## config.mk

```make
export PLATFORM = sky130hd
export DESIGN_NAME = traffic_scheduler
export DESIGN_NICKNAME = d
export VERILOG_FILES = /design/src/rtl/traffic_scheduler.sv
export SDC_FILE = /design/constraint.sdc
export NUM_CORES = 1
export LEC_CHECK = 0
export BUFFER_PORTS_ARGS = -buffer_cell sky130_fd_sc_hd__buf_2
export CAP_MARGIN = 20
export CORE_AREA = 3 3 47 57
export CTS_CLUSTER_DIAMETER = 200
export DETAILED_ROUTE_END_ITERATION = 8
export DIE_AREA = 0 0 50 60
export PLACE_DENSITY = 0.91
export SYNTH_ARGS = -nofsm -noshare
export SYNTH_HDL_FRONTEND = slang
export SYNTH_SLANG_ARGS = --single-unit
```

## constraint.sdc

```tcl
create_clock -name clk -period 5.2 [get_ports clk]
set_clock_uncertainty 0.15 [all_clocks]
set_input_delay 0.26 -clock clk [delete_from_list [all_inputs] [get_ports clk]]
set_output_delay 0.26 -clock clk [all_outputs]
set_load 0.1 [all_outputs]
```

## src/rtl/traffic_scheduler.sv

```systemverilog
// rtl/traffic_scheduler.sv - four-lane round-robin traffic light scheduler
// Optional emergency preemption is compiled in when EMERGENCY_PREEMPT_EN is defined.
module traffic_scheduler #(
    parameter int SLOT = 5,
    parameter int LONG = 10,
    parameter int YEL  = 2,
    parameter int AR   = 1,
    parameter int TW   = 8
) (
    input  logic       clk,
    input  logic       rst,
    input  logic [8:1] sensors,
`ifdef EMERGENCY_PREEMPT_EN
    input  logic [4:1] emg_req,
`endif
    output logic [4:1] green,
    output logic [4:1] yellow,
    output logic       busy
);

    typedef enum logic [1:0] {IDLE, GREEN, YELLOW, ALLRED} state_t;

    localparam logic [TW-1:0] SLOT_T = TW'(SLOT - 1);
    localparam logic [TW-1:0] LONG_T = TW'(LONG - 1);
    localparam logic [TW-1:0] YEL_T  = TW'(YEL - 1);
    localparam logic [TW-1:0] AR_T   = TW'(AR - 1);

    state_t          state, state_nxt;
    logic [TW-1:0]   timer, timer_nxt;
    logic [1:0]      lane, lane_nxt;   // index 0..3 stands for lane 1..4
    logic [1:0]      last, last_nxt;
    logic [3:0][1:0] demand;

    logic            arb_valid;
    logic [1:0]      arb_lane;
    logic [1:0]      arb_idx;
    logic [TW-1:0]   arb_dur;
    logic            grant_valid;
    logic [1:0]      grant_lane;
    logic [TW-1:0]   grant_dur;
    logic            hold_green;
    logic            preempt;

    assign demand = sensors;

    // Scan from the highest offset down so the nearest lane after 'last' wins.
    always_comb begin
        arb_valid = 1'b0;
        arb_lane  = last;
        arb_idx   = last;
        arb_dur   = SLOT_T;
        for (int i = 4; i >= 1; i--) begin
            arb_idx = last + 2'(i);
            if (demand[arb_idx] != 2'b00) begin
                arb_valid = 1'b1;
                arb_lane  = arb_idx;
                arb_dur   = (demand[arb_idx] == 2'b11) ? LONG_T : SLOT_T;
            end
        end
    end

`ifdef EMERGENCY_PREEMPT_EN
    logic       emg_any;
    logic [1:0] emg_lane;
    logic       pend, pend_nxt;
    logic [1:0] pend_lane, pend_lane_nxt;

    always_comb begin
        emg_any  = |emg_req;
        emg_lane = 2'd0;
        for (int i = 4; i >= 1; i--)
            if (emg_req[i]) emg_lane = 2'(i - 1);
    end

    assign hold_green = emg_req[3'(lane) + 3'd1];
    assign preempt    = emg_any && (emg_lane != lane);

    // A preempted lane's clearance must finish before E gets green, so remember E.
    always_comb begin
        pend_nxt      = pend;
        pend_lane_nxt = pend_lane;
        if (state == GREEN && preempt) begin
            pend_nxt      = 1'b1;
            pend_lane_nxt = emg_lane;
        end else if (state_nxt == GREEN && state != GREEN) begin
            pend_nxt = 1'b0;
        end
    end

    always_ff @(posedge clk or negedge rst) begin
        if (!rst) begin
            pend      <= 1'b0;
            pend_lane <= 2'd0;
        end else begin
            pend      <= pend_nxt;
            pend_lane <= pend_lane_nxt;
        end
    end

    always_comb begin
        grant_valid = arb_valid;
        grant_lane  = arb_lane;
        grant_dur   = arb_dur;
        if (pend) begin
            grant_valid = 1'b1;
            grant_lane  = pend_lane;
            grant_dur   = SLOT_T;
        end else if (emg_any) begin
            grant_valid = 1'b1;
            grant_lane  = emg_lane;
            grant_dur   = SLOT_T;
        end
    end
`else
    assign hold_green  = 1'b0;
    assign preempt     = 1'b0;
    assign grant_valid = arb_valid;
    assign grant_lane  = arb_lane;
    assign grant_dur   = arb_dur;
`endif

    always_ff @(posedge clk or negedge rst) begin
        if (!rst) begin
            state <= IDLE;
            timer <= '0;
            lane  <= 2'd3;
            last  <= 2'd3;
        end else begin
            state <= state_nxt;
            timer <= timer_nxt;
            lane  <= lane_nxt;
            last  <= last_nxt;
        end
    end

    always_comb begin
        state_nxt = state;
        timer_nxt = timer;
        lane_nxt  = lane;
        last_nxt  = last;
        case (state)
            IDLE: begin
                if (grant_valid) begin
                    state_nxt = GREEN;
                    timer_nxt = grant_dur;
                    lane_nxt  = grant_lane;
                    last_nxt  = grant_lane;
                end
            end
            GREEN: begin
                if (preempt || (timer == '0 && !hold_green)) begin
                    state_nxt = YELLOW;
                    timer_nxt = YEL_T;
                end else if (timer != '0) begin
                    timer_nxt = timer - TW'(1);
                end
            end
            YELLOW: begin
                if (timer == '0) begin
                    state_nxt = ALLRED;
                    timer_nxt = AR_T;
                end else begin
                    timer_nxt = timer - TW'(1);
                end
            end
            ALLRED: begin
                if (timer != '0) begin
                    timer_nxt = timer - TW'(1);
                end else if (grant_valid) begin
                    state_nxt = GREEN;
                    timer_nxt = grant_dur;
                    lane_nxt  = grant_lane;
                    last_nxt  = grant_lane;
                end else begin
                    state_nxt = IDLE;
                end
            end
            default: state_nxt = IDLE;
        endcase
    end

    always_comb begin
        green  = '0;
        yellow = '0;
        busy   = (state != IDLE);
        case (state)
            GREEN:   green  = 4'b0001 << lane;
            YELLOW:  yellow = 4'b0001 << lane;
            default: ;
        endcase
    end

endmodule

```

After elaboration in Yosys (flattened, before gate mapping)
Cells that the tools add are included.
{ "word_totals": {"regBits": 14, "inputBits": 10} }
{ "op_classes": {"addsub": 4, "n_lt_le_gt_ge": 4, "eq_ne": 12, "n_shift": 1, "n_mux": 43, "n_reduce_logical": 11} }
{ "ops": {"columns": ["operator", "n"], "rows": [
  ["$mux W8", 7],
  ["$mux W4", 8],
  ["$pmux W8 S4", 1],
  ["$mux W2", 15],
  ["$bmux W2 S2", 4],
  ["$eq A2 B2 Y1 const B", 6],
  ["$lt A2 B3 Y1 const B", 4],
  ["$reduce_bool A2 Y1", 6],
  ["$logic_not A8 Y1", 1],
  ["$ne A2 B2 Y1 const B", 4],
  ["$pmux W2 S2", 2],
  ["$pmux W2 S4", 1],
  ["$reduce_bool A8 Y1", 1],
  ["$sub A8 B1 Y8 const B", 1],
  ["$mux W1", 5],
  ["$add A2 B2 Y2 const B", 2],
  ["$reduce_and A4 Y1", 1],
  ["$shl A1 B2 Y4 const A", 1],
  ["$ne A3 B3 Y1 const B", 1],
  ["$add A2 B1 Y2 const B", 1],
  ["$eq A2 B1 Y1 const B", 1],
  ["$logic_not A2 Y1", 1],
  ["$reduce_and A2 Y1", 1]
]} }

Logic depth before layout (Yosys ltp)
{ "depth": {"depth_word": 11, "depth_mapped": 11, "ltp_nobuf": 7} }

Least setup slack after synthesis
OpenSTA, ideal clock, no wires.
{ "synth_path": {"path_type": "reg-to-reg", "start": "reg, netlist name lane[0]", "end": "reg state[1]", "arrival_ns": 2.944, "required_time_ns": 4.925, "path_slack_ns": 1.981, "path_stages_with_launch": 10, "n_path_buf": 2, "period_less_slack_ns": 3.219, "cell_sequence": "dfstp_2 buf_6 inv_1 ha_1 buf_6 mux4_2 or4_4 nor4_4 a22oi_2 mux2_4"} }
{ "synth_rtl": {"columns": ["item", "line_no", "rtl"], "rows": [
  ["to (signal assigned)", "129", "state <= state_nxt;"],
  ["to (decl)", "28", "state_t state, state_nxt;"]
]} }

==> flow_metrics.tcl <==
set metrics [dict create \
    tns_ns 0 \
    crit_type "register to register" \
    ant_nets 0 \
    r2r-start "lane[0]$_DFFE_PN1P_" \
    grt_pass1_vias 1151 \
    synth_edf_count 0 \
    final_cell_mix "buf_2, nand2_1, and2_1" \
    gr-usage-met1_pct 23.2 \
    via_per_inst 6.06 \
    portBuffers 18 \
    outcome "finished clean" \
    area_growth_pct 7.74 \
    end_kind "register" \
    hold-worst-slack_ns 0.222 \
    period_share_pct 72.1 \
    crit_path_top_delay_cell "dfstp_2" \
    ff_latch_area_um2 303 \
    path_buf_inv 1 \
    cts.reportedPaths.clkPinSlew_ns 0.09 \
    setup_violations 0 \
    placed_cells 178 \
    cp_max_fo 12 \
    dr.pass1.iters 4 \
    globalRouteMet3Util_pct 2.49 \
    slowest_delay_ns 0.71 \
    slew_headroom_pct 59.9 \
    core_area_um2 2140 \
    layout_commonest_cell "buf_2" \
    overflow 0 \
    synthArstFlopShare_pct 100 \
    dieArea_um2 3000 \
    ir_drop_v 0.0000763 \
    die-width_um 50 \
    synth_area_um2 1310 \
    ys_seq_area_share_pct 23.1 \
    fin_nets 174 \
    cts-root-buf "clkbuf_4" \
    drc 0 \
    vias 1109 \
    pin_count 19 \
    die_y_um 60 \
    grt_pass1_wl_um 4910 \
    start_util_pct 61.2 \
    crit_chain "inv_1, ha_1, mux4_2, or4_4, nor4_4, a22oi_2, mux2_4" \
    yosys_warnings 0 \
    dp_hpwl_um 2170 \
    fill_cells 177 \
    startpoint "lane[0]$_DFFE_PN1P_" \
    multi_input_area_um2 900 \
    synthFlopType "dfrtp_1" \
    busiest_layer "met2" \
    rsz0062_at_grt "false" \
    crit_family "simple AND/OR/NAND/NOR gates" \
    place_congestion 0.954 \
    cts_num_sinks 12 \
    htree_levels 1 \
    drtIter0Drc 25 \
    grtUsageTotal_pct 21.4 \
    synth_seq_cells 12 \
    cp.required_ns 5.23 \
    cap_violations 0 \
    rows 18 \
    syn_area_per_cell_um2 9.55 \
    hold_viol 0 \
    netlist_instances 137 \
    crit_arrival_ns 3.78 \
    avgRoutedWirePerCell_um 14.9 \
    drt_wl_total_um 2720 \
    p_leak_nw 0.575 \
    setup.worst_path.start_class "register" \
    power.density_nw_per_um2 137 \
    regToRegEndpoint "state[1]$_DFFE_PN0P_" \
    stdcell_count 183 \
    cts_buffer_depth 2 \
    worst_pin_slew_ns 0.596 \
    synthDistinctLibCells 43 \
    postSynthNetCount 157 \
    cts_tree "done" \
    rrSetupSlack_ns 1.45 \
    slew_violations 0 \
    cts_resized 0 \
    clock_latency_ns 0.29 \
    drive_gt1_share_pct 25.5 \
    finalPower_mw 0.193 \
    n_antenna_cell 0 \
    grtUsageMet2_pct 39.6 \
    antenna_found_initial 0 \
    grt_max_degree 14 \
    cts_buffers 3 \
    period_needed_ns 3.75 \
    min_path_type "primary input to async pin" \
    clock.fmax_mhz 267 \
    reg2regPathDepth 7 \
]
power by group:
part           switching [mW]  total, mW  internal, mW
combinational          0.0110     0.0201       0.00915
clock                  0.0371     0.0797        0.0427
sequential                  0     0.0933        0.0933
total                  0.0480      0.193         0.145
flip-flops by register name (all words and copies together) (netlist names):
signal / count
state: 2
lane: 2
timer: 8
worst max path at each step:
stage	end	cells past startpoint
after floorplan	state[1]$_DFFE_PN0P_	9
after global placement	state[1]$_DFFE_PN0P_	7
after detailed placement	state[1]$_DFFE_PN0P_	7
after CTS	state[1]$_DFFE_PN0P_	7
after global routing	state[1]$_DFFE_PN0P_	7
final	state[1]$_DFFE_PN0P_	7
cells by family (layout without fill, tap and decap cells):
kind of cell             Yosys count  after routing  synth area share [%]
AND/OR/NAND/NOR                   53             53                  23.5
AO/OA/AOI/OAI                     34             34                  17.6
buffers and inverters             16             32                  8.13
flip-flops                        12             12                  23.1
adder cells (fa/ha/maj)           10             10                  9.56
multiplexers                       9              9                  16.1
XOR/XNOR                           3              3                  2.01
area by class of cell:
cell class | count | area share (%)
multi-input combinational | 109 | 63.8
sequential | 12 | 21.5
timing repair buffer | 19 | 7.10
tap | 30 | 2.66
clock buffer | 4 | 2.57
inverter | 9 | 2.40
through the flow:
stage | instance area, um2 | utilization [%] | setup slack (ns)
2_1_floorplan | 1310 | - | 1.98
5_1_grt | 1410 | 65.9 | 1.24
3_5_place_dp | 1360 | 63.7 | 1.43
6_report | 1410 | 65.9 | 1.45
4_1_cts | 1410 | 65.9 | 1.43
3_3_place_gp | 1360 | 63.7 | 1.56
repair_timing:
| item | in CTS | in global routing |
|---|---|---|
| buffers inserted | 0 | 0 |
| hold buffers | 1 | 0 |
| endpoints found under the hold margin | 12 | 0 |
cells in the mapped netlist (all sizes together), types with 2 or more instances:
cell	n	area share (%)
dfstp	2	4.0
o211ai	2	1.1
or3	3	1.5
or2	3	1.4
nand3	2	0.76
o22ai	2	0.96
a21oi	10	3.8
clkbuf	4	3.0
buf	3	2.6
xnor2	2	1.3
o21ai	5	1.9
nor2b	2	0.96
or4	3	2.0
dfrtp	10	19
mux4	8	15
nor2	9	2.6
nand2	11	3.2
inv	9	2.6
and2	11	5.3
a211oi	2	1.1
nor3	5	2.3
ha	10	9.6
o31ai	5	2.9
metal layers:
metal  share of wire (%)  vias to the layer above
met5                   0                        -
met4                 2.3                        0
met3                 3.8                        7
met2                  54                       31
met1                  40                      529
li1                    -                      542
(Power assumes the default switching activity.)
